## config.mk

```make
export PLATFORM = sky130hd
export DESIGN_NAME = hue_bbox
export DESIGN_NICKNAME = d
export VERILOG_FILES = /design/src/rtl/hsv_pkg.sv /design/src/rtl/hue_range_cmp.sv /design/src/rtl/hue_bbox.sv
export SDC_FILE = /design/constraint.sdc
export NUM_CORES = 1
export LEC_CHECK = 0
export BUFFER_PORTS_ARGS = -buffer_cell sky130_fd_sc_hd__buf_2
export CAP_MARGIN = 25
export CORE_ASPECT_RATIO = 0.6
export CORE_MARGIN = 2
export CORE_UTILIZATION = 30
export DETAILED_ROUTE_END_ITERATION = 10
export MAX_ROUTING_LAYER = met4
export PLACE_DENSITY_LB_ADDON = 0.08
export SETUP_SLACK_MARGIN = 0.02
export SKIP_CTS_REPAIR_TIMING = 1
export SLEW_MARGIN = 25
export SYNTH_ARGS = -nofsm -noshare
export SYNTH_HDL_FRONTEND = slang
export SYNTH_SLANG_ARGS = --single-unit
```

## constraint.sdc

```tcl
create_clock -name i_clk -period 2.6 [get_ports i_clk]
set_input_delay 0.52 -clock i_clk [delete_from_list [all_inputs] [get_ports i_clk]]
set_output_delay 0.52 -clock i_clk [all_outputs]
set_load 0.02 [all_outputs]
```

## src/rtl/hsv_pkg.sv

```systemverilog
// Shared constants and types for the HSV colour-tracking pipeline.
package hsv_pkg;

  localparam int HUE_MAX   = 360;
  localparam int HUE_W     = 9;
  localparam int IMG_W_DEF = 640;
  localparam int IMG_H_DEF = 480;

  typedef enum logic [1:0] {
    ST_IDLE   = 2'd0,
    ST_ACTIVE = 2'd1,
    ST_DONE   = 2'd2
  } bbox_state_t;

endpackage

```

## src/rtl/hue_range_cmp.sv

```systemverilog
// Combinational hue window test; a window with lo > hi wraps through 0 degrees.
module hue_range_cmp
  import hsv_pkg::*;
(
  input  logic [15:0]      i_hue,
  input  logic [HUE_W-1:0] i_lo,
  input  logic [HUE_W-1:0] i_hi,
  output logic             o_in_range
);

  logic hue_ok;
  logic ge_lo;
  logic le_hi;

  always_comb begin
    hue_ok = i_hue < 16'(HUE_MAX);
    ge_lo  = i_hue >= 16'(i_lo);
    le_hi  = i_hue <= 16'(i_hi);
    if (i_lo <= i_hi) o_in_range = hue_ok & ge_lo & le_hi;
    else              o_in_range = hue_ok & (ge_lo | le_hi);
  end

endmodule

```

## src/rtl/hue_bbox.sv

```systemverilog
// Per-frame bounding box and pixel count of pixels whose hue lies inside a window.
module hue_bbox
  import hsv_pkg::*;
#(
  parameter  int IMG_W = IMG_W_DEF,
  parameter  int IMG_H = IMG_H_DEF,
  localparam int XW    = $clog2(IMG_W),
  localparam int YW    = $clog2(IMG_H),
  localparam int CW    = $clog2(IMG_W * IMG_H + 1)
) (
  input  logic          i_clk,
  input  logic          i_rst,
  input  logic          i_sof,
  input  logic [15:0]   i_data,
  input  logic          i_valid,
  input  logic [8:0]    i_hue_lo,
  input  logic [8:0]    i_hue_hi,
  output logic          o_mask,
  output logic          o_mask_valid,
  output logic [XW-1:0] o_xmin,
  output logic [XW-1:0] o_xmax,
  output logic [YW-1:0] o_ymin,
  output logic [YW-1:0] o_ymax,
  output logic [CW-1:0] o_count,
  output logic          o_found,
  output logic          o_valid
);

  bbox_state_t state_q, state_d;

  logic [HUE_W-1:0] lo_q, lo_d, hi_q, hi_d;
  logic [XW-1:0]    x_q, x_d, xmin_q, xmin_d, xmax_q, xmax_d;
  logic [YW-1:0]    y_q, y_d, ymin_q, ymin_d, ymax_q, ymax_d;
  logic [CW-1:0]    cnt_q, cnt_d;

  logic [XW-1:0]    oxmin_q, oxmin_d, oxmax_q, oxmax_d;
  logic [YW-1:0]    oymin_q, oymin_d, oymax_q, oymax_d;
  logic [CW-1:0]    ocount_q, ocount_d;
  logic             found_q, found_d, valid_q, valid_d;
  logic             mask_q, mask_d, mask_valid_q, mask_valid_d;

  logic in_range;
  logic accum_en;
  logic publish;
  logic x_last;
  logic last_pix;

  hue_range_cmp u_cmp (
    .i_hue      (i_data),
    .i_lo       (lo_q),
    .i_hi       (hi_q),
    .o_in_range (in_range)
  );

  assign x_last   = x_q == XW'(IMG_W - 1);
  assign last_pix = accum_en && i_valid && x_last && (y_q == YW'(IMG_H - 1));

  always_ff @(posedge i_clk) begin
    if (i_rst) state_q <= ST_IDLE;
    else       state_q <= state_d;
  end

  always_comb begin
    state_d = state_q;
    case (state_q)
      ST_IDLE:   if (i_sof) state_d = ST_ACTIVE;
      ST_ACTIVE: if (!i_sof && last_pix) state_d = ST_DONE;
      ST_DONE:   state_d = i_sof ? ST_ACTIVE : ST_IDLE;
      default:   state_d = ST_IDLE;
    endcase
  end

  // A start-of-frame always wins over pixel accumulation, which is how a mid-frame abort restarts.
  always_comb begin
    accum_en = (state_q == ST_ACTIVE) && !i_sof;
    publish  = (state_q == ST_DONE);
  end

  always_comb begin
    lo_d   = lo_q;
    hi_d   = hi_q;
    x_d    = x_q;
    y_d    = y_q;
    xmin_d = xmin_q;
    xmax_d = xmax_q;
    ymin_d = ymin_q;
    ymax_d = ymax_q;
    cnt_d  = cnt_q;
    if (i_sof) begin
      lo_d   = i_hue_lo;
      hi_d   = i_hue_hi;
      x_d    = '0;
      y_d    = '0;
      xmin_d = '1;
      xmax_d = '0;
      ymin_d = '1;
      ymax_d = '0;
      cnt_d  = '0;
    end else if (accum_en && i_valid) begin
      if (in_range) begin
        if (x_q < xmin_q) xmin_d = x_q;
        if (x_q > xmax_q) xmax_d = x_q;
        if (y_q < ymin_q) ymin_d = y_q;
        if (y_q > ymax_q) ymax_d = y_q;
        cnt_d = cnt_q + CW'(1);
      end
      if (x_last) begin
        x_d = '0;
        y_d = last_pix ? '0 : y_q + YW'(1);
      end else begin
        x_d = x_q + XW'(1);
      end
    end
  end

  always_comb begin
    oxmin_d      = oxmin_q;
    oxmax_d      = oxmax_q;
    oymin_d      = oymin_q;
    oymax_d      = oymax_q;
    ocount_d     = ocount_q;
    found_d      = found_q;
    valid_d      = 1'b0;
    mask_d       = i_valid & in_range;
    mask_valid_d = i_valid;
    if (publish) begin
      found_d  = cnt_q != '0;
      valid_d  = 1'b1;
      ocount_d = cnt_q;
      oxmin_d  = found_d ? xmin_q : '0;
      oxmax_d  = found_d ? xmax_q : '0;
      oymin_d  = found_d ? ymin_q : '0;
      oymax_d  = found_d ? ymax_q : '0;
    end
  end

  always_ff @(posedge i_clk) begin
    if (i_rst) begin
      lo_q         <= '0;
      hi_q         <= '0;
      x_q          <= '0;
      y_q          <= '0;
      xmin_q       <= '1;
      xmax_q       <= '0;
      ymin_q       <= '1;
      ymax_q       <= '0;
      cnt_q        <= '0;
      oxmin_q      <= '0;
      oxmax_q      <= '0;
      oymin_q      <= '0;
      oymax_q      <= '0;
      ocount_q     <= '0;
      found_q      <= 1'b0;
      valid_q      <= 1'b0;
      mask_q       <= 1'b0;
      mask_valid_q <= 1'b0;
    end else begin
      lo_q         <= lo_d;
      hi_q         <= hi_d;
      x_q          <= x_d;
      y_q          <= y_d;
      xmin_q       <= xmin_d;
      xmax_q       <= xmax_d;
      ymin_q       <= ymin_d;
      ymax_q       <= ymax_d;
      cnt_q        <= cnt_d;
      oxmin_q      <= oxmin_d;
      oxmax_q      <= oxmax_d;
      oymin_q      <= oymin_d;
      oymax_q      <= oymax_d;
      ocount_q     <= ocount_d;
      found_q      <= found_d;
      valid_q      <= valid_d;
      mask_q       <= mask_d;
      mask_valid_q <= mask_valid_d;
    end
  end

  assign o_mask       = mask_q;
  assign o_mask_valid = mask_valid_q;
  assign o_xmin       = oxmin_q;
  assign o_xmax       = oxmax_q;
  assign o_ymin       = oymin_q;
  assign o_ymax       = oymax_q;
  assign o_count      = ocount_q;
  assign o_found      = found_q;
  assign o_valid      = valid_q;

endmodule

```

==> impl_metrics.json, run 1 <==
{
  "hp-class": "in2reg",
  "violations": "negative setup slack",
  "fin_cells": 1395,
  "syn_area_um2": 7789,
  "worstMarginPinSlew_ps": 888.7,
  "clk_latency_ps": 440,
  "grt.met2_usage": 0.2241,
  "synth_seq_cells": 157,
  "htreeDepth": 4,
  "via_per_inst": 4.844,
  "synth-main-ff-cell": "dfxtp_1",
  "grt_util_met1": 0.2722,
  "path_max_fanout": 8,
  "drt_pass1_iterations": 4,
  "grt_pass1_vias": 6398,
  "p_sw_uw": 1385,
  "fin_crit_sh": 1.006,
  "cts_tree": "built",
  "leakagePower_uw": 0.004123,
  "final_common_cell": "dfxtp_1",
  "grt_overflow": 0,
  "layout_common_cells": "dfxtp_1 (151), buf_2 (98), nor2_1 (87), a21oi_1 (68), nand2_1 (64)",
  "gp_congestion": 0.7789,
  "tns_ps": -42.91,
  "ir_drop_mv": 0.3857,
  "start_util": 0.3067,
  "avgSynthCellArea_um2": 8.540,
  "dr_total_vias": 6757,
  "grt_max_degree": 80,
  "drv_cap": 0,
  "cts_buffers": 17,
  "power_frac_seq": 0.436,
  "setup_ws_ps": -14.67,
  "dp.cells": 1359,
  "internal_power_uw": 4213,
  "antenna_found_initial": 1,
  "dieArea_um2": 27310,
  "die_w_um": 212.0,
  "netlist_instances": 912,
  "clkSinkCount": 157,
  "drt_wl_total_mm": 22.85,
  "die_h_um": 128.8,
  "dp_hpwl_mm": 16.01,
  "clkPwrFrac": 0.452,
  "ys_seq_area_frac": 0.4035,
  "async_flop_share": 0,
  "worstSetupPathType": "reg2reg",
  "final-hold-violation-count": 0,
  "num_rows": 45,
  "antenna_left": 0,
  "fin_util": 0.3872,
  "arrival_ps": 2990,
  "fin_nets": 1135,
  "period_needed_ps": 2615,
  "ys_warn_count": 0,
  "ys_types": 58,
  "synth-edff-count": 0,
  "grt_pass1_wl_mm": 36.30,
  "rsz0062_at_grt": "yes",
  "swShare": 0.2474,
  "worstSetupStartpointType": "flop",
  "coreArea_um2": 25390,
  "io_pins": 99,
  "cts_buffer_depth": 2,
  "slew_headroom": 0.4075,
  "endpoint_kind": "flop",
  "grt_usage": 0.1768,
  "p_comb_frac": 0.111,
  "finalClockSkew_ps": 7.057,
  "power_density_nw_per_um2": 569.4,
  "status": "finished, violations left",
  "setup-violations-final": 7,
  "worstPathRequired_ps": 2970,
  "syn_to_final_growth_pct": 26.23,
  "grt_use_met3": 0.03466,
  "clk_pin_slew_ps": 60,
  "synth_nets": 1017,
  "slew_viol_final": 0,
  "first_iter_violations": 486,
  "port_buffers": 98,
  "fmax_mhz": 382.5,
  "drive_gt1_frac": 0.2284,
  "grt_busiest_layer": "met1",
  "wl_per_cell_um": 16.38,
  "route.detailed.drc": 0,
  "cts-root-buf": "clkbuf_16"
}
## cell type report
type | count | area, µm²
timing repair buffer | 156 | 1031
clock inverter | 7 | 85.08
fill | 2624 | 15560
clock buffer | 24 | 501.7
antenna | 1 | 2.502
multi-input combinational | 632 | 4373
inverter | 66 | 247.7
tap | 352 | 440.4
sequential | 157 | 3151
## synth_stat cells, types with 6 or more instances
cell / n / area (µm²)
ha_1: 67 / 838.3
a21oi_1: 76 / 380.4
clkbuf_1: 43 / 161.4
a22oi_1: 38 / 285.3
o21ai_0: 35 / 175.2
a21o_1: 9 / 67.56
or4_1: 17 / 127.6
o21a_1: 7 / 52.55
xor2_1: 11 / 96.34
nor2b_1: 12 / 75.07
mux2i_1: 19 / 190.2
nand4_1: 47 / 294.0
o211ai_1: 6 / 45.04
nor2_1: 89 / 334.1
buf_1: 11 / 41.29
and3_1: 6 / 37.54
nand3_1: 32 / 160.2
dfxtp_1: 157 / 3143
o31ai_1: 28 / 210.2
nand2_1: 65 / 244.0
inv_1: 66 / 247.7
a41oi_1: 9 / 78.83
## final timing paths
kind                             startpoint         end  slack, ps  cells past startpoint
worst min-delay path            i_hue_lo[1]     lo_q[1]        320                      3
worst max-delay path                hi_q[6]   cnt_q[10]        -10                     10
worst min register to register   o_count[5]  o_count[5]        450                      2
worst max register to register      hi_q[6]   cnt_q[10]        -10                     10
## registers in the layout, summed over array words and instances, names as in the netlist
name / cells
cnt_q: 19
hi_q: 9
lo_q: 9
o_count: 19
o_found: 1
o_mask: 1
o_mask_valid: 1
o_valid: 1
o_xmax: 10
o_xmin: 10
o_ymax: 9
o_ymin: 9
state_q: 2
x_q: 10
xmax_q: 10
xmin_q: 10
y_q: 9
ymax_q: 9
ymin_q: 9
## critical path: stages (launching register included)
cell,delay (ps)
dfxtp_2,350
inv_2,60
ha_4,270
o21a_1,120
o211ai_1,90
a21oi_2,180
a21bo_1,230
maj3_2,400
clkbuf_16,200
or4_4,510
a21oi_2,130
## routing by layer
metal	vias up	share of wire
met4	0	0.0090
li1	3545	-
met5	-	0
met3	14	0.032
met2	87	0.37
met1	3111	0.59
## power by group through the flow
stage	Combinational, µW	Sequential (µW)	Clock [µW]
after floorplan	311	2490	0
after global placement	526	2490	0
after detailed placement	521	2490	0
after CTS	523	2440	2620
after global routing	685	2440	2710
final	624	2440	2530
## per-stage QoR
step / total power (µW) / area, µm² / hold slack, ps / setup slack, ps
after CTS: 5581 / 9557 / 285.5 / -78.29
after global placement: 3017 / 8970 / 441.8 / -188.2
after detailed placement: 3013 / 8970 / 443.7 / -196.8
after floorplan: 2799 / 7791 / 448.1 / 22.89
final: 5599 / 9832 / 316.6 / -14.67
after global routing: 5839 / 9832 / 310.9 / -123.7
## logic make-up (layout without fill, tap and decap cells)
family	count (synthesis)	in the layout	synth area share
flip-flops	157	157	0.4035
adder cells (fa/ha/maj)	69	69	0.1104
other	0	1	0
AO/OA/AOI/OAI	225	225	0.1839
AND/OR/NAND/NOR	304	304	0.1995
buffers and inverters	123	253	0.06136
XOR/XNOR	15	15	0.01687
multiplexers	19	19	0.02442
Power figures use the tool's default switching activity.
==> run 2: changes to the inputs <==
- REMOVE_ABC_BUFFERS: default -> 1
==> run 2 against run 1 <==
Against the previous run:
- the flow still finishes with violations (negative setup slack)
- final cell count increased by 0.79%
- clock skew is 7.9 ps higher
- global-route usage up 0.084 points
- total power increased by 3.7%
- clock power barely moved
- sequential power hardly changed
- cell area grew 4.7%
- hold slack lost 9.3 ps
- clock-buffer cell count down 6
- largest cell class unchanged
==> impl_metrics.json, run 2 (synthesized netlist as in run 1, its figures left out) <==
{
  "layout_common_cells": "dfxtp_1 (146), buf_2 (98), nor2_1 (87), a21oi_1 (68), nand2_1 (63)",
  "drt_wl_total_mm": 23.77,
  "worstMarginPinSlew_ps": 914.9,
  "rr_worst_depth": 11,
  "worstSetupPathType": "reg2reg",
  "power_density_nw_per_um2": 564.3,
  "min-delay-start": "i_hue_hi[5]",
  "rr_startpoint": "lo_q[4]",
  "arrival_ps": 3000,
  "fin_util": 0.4054,
  "power_frac_seq": 0.420,
  "worstPathRequired_ps": 2970,
  "violations": "negative setup slack",
  "grt_usage": 0.1776,
  "slew_viol_final": 0,
  "path_max_fanout": 6,
  "clk_latency_ps": 440,
  "cts_buffer_depth": 2,
  "first_iter_violations": 410,
  "fin_cells": 1406,
  "fmax_mhz": 380.9,
  "cts_tree": "built",
  "dp.cells": 1365,
  "slew_headroom": 0.3900,
  "clk_pin_slew_ps": 70,
  "fin_nets": 1147,
  "dr_total_vias": 7018,
  "finalClockSkew_ps": 14.92,
  "endpoint_kind": "flop",
  "wl_per_cell_um": 16.91,
  "drv_cap": 0,
  "dieArea_um2": 27310,
  "worstSetupStartpointType": "flop",
  "cts_buffers": 17,
  "htreeDepth": 4,
  "hp-class": "in2reg",
  "final-hold-violation-count": 0,
  "dp_hpwl_mm": 15.73,
  "grt_max_degree": 60,
  "crit_family": "simple AND/OR/NAND/NOR gates",
  "grt_pass1_wl_mm": 36.38,
  "tns_ps": -88.32,
  "port_buffers": 98,
  "fin_crit_sh": 1.010,
  "crit_slowest_cell": "or4_4",
  "hold_depth": 3,
  "clkPwrFrac": 0.441,
  "diodes": 0,
  "rsz0062_at_grt": "yes",
  "p_comb_frac": 0.139,
  "ir_drop_mv": 0.3276,
  "r2r_slack_ps": -30,
  "syn_to_final_growth_pct": 32.16,
  "clkSinkCount": 157,
  "period_needed_ps": 2625,
  "swShare": 0.2608,
  "grt_overflow": 0,
  "die_h_um": 128.8,
  "fillerInstances": 2592,
  "route.detailed.drc": 0,
  "gp_congestion": 0.8102,
  "drive_gt1_frac": 0.2827,
  "coreArea_um2": 25390,
  "grt_pass1_vias": 6402,
  "status": "finished, violations left",
  "cts-root-buf": "clkbuf_16",
  "worst_hold_slack_ps": 307.3,
  "slowest_delay_ps": 500,
  "die_w_um": 212.0,
  "via_per_inst": 4.991,
  "start_util": 0.3067,
  "critPathBufInv": 3,
  "p_sw_uw": 1515,
  "path_cells": "buf_6, inv_4, ha_4, nand3_4, nor3_4, o31ai_4, o211a_1, maj3_4, clkbuf_16, or4_4, a21oi_1",
  "r2r_end": "cnt_q[4]",
  "final_common_cell": "dfxtp_1",
  "setup-violations-final": 7,
  "drt_pass1_iterations": 6,
  "leakagePower_uw": 0.004255,
  "antenna_left": 0,
  "antenna_found_initial": 0,
  "setup_ws_ps": -25.18,
  "internal_power_uw": 4293,
  "io_pins": 99,
  "hold_end": "hi_q[5]",
  "num_rows": 45
}
[run 2: cell types whose count changed in the layout (fill, tap and decap cells not counted), moves of 5 or more]
cell | before | now
o21ai_0 | 35 | 12
ha_4 | 6 | 15
inv_1 | 63 | 57
o21ai_1 | 0 | 12
o21ai_2 | 1 | 12
o31ai_4 | 0 | 7
buf_4 | 49 | 57
dfxtp_1 | 151 | 146
o31ai_1 | 22 | 15
ha_1 | 61 | 52
[run 2: routing by layer]
metal	GRT usage	vias up	routed length (µm)
met4	0.05178	0	264
li1	-	3572	-
met1	0.2702	3277	13150
met5	-	-	0
met3	0.03710	19	990
met2	0.2278	150	9368
[run 2: cell type report]
class                      count  area, µm²  share of cell area
timing repair buffer         168       1171              0.1138
inverter                      66      252.7             0.02455
tap                          352      440.4             0.04279
multi-input combinational    632       4679              0.4546
sequential                   157       3164              0.3074
clock inverter                13      146.4             0.01422
clock buffer                  18      439.2             0.04266
[run 2: worst min-delay path: stages]
cell and delay, ps:
buf_2 80, mux2i_1 50, nor2_1 70
[run 2: worst max path at each step]
stage                          from   endpoint  slack [ps]  cells after the start
after floorplan           i_data[4]  cnt_q[10]       -1330                      7
after global placement    i_data[1]  cnt_q[18]        -240                     10
after detailed placement  i_data[1]  cnt_q[18]        -240                     10
after CTS                   hi_q[4]  cnt_q[18]         -90                     10
after global routing        lo_q[4]   cnt_q[3]         -80                     11
final                       lo_q[4]   cnt_q[4]         -30                     11
[run 2: stage by stage]
stage	worst slack (ps)	power (µW)	cell area, µm²
2_1_floorplan	-1326	2732	7559
3_3_place_gp	-236.6	3009	8997
3_5_place_dp	-238.7	3005	8997
4_1_cts	-91.85	5591	9583
5_1_grt	-83.45	6061	10290
6_report	-25.18	5808	10290
[run 2: power groups by stage]
stage / Combinational [µW] / Clock, µW / Sequential (µW)
3_3_place_gp: 519 / 0 / 2490
4_1_cts: 520 / 2640 / 2440
3_5_place_dp: 515 / 0 / 2490
2_1_floorplan: 243 / 0 / 2490
5_1_grt: 872 / 2750 / 2440
6_report: 807 / 2560 / 2440
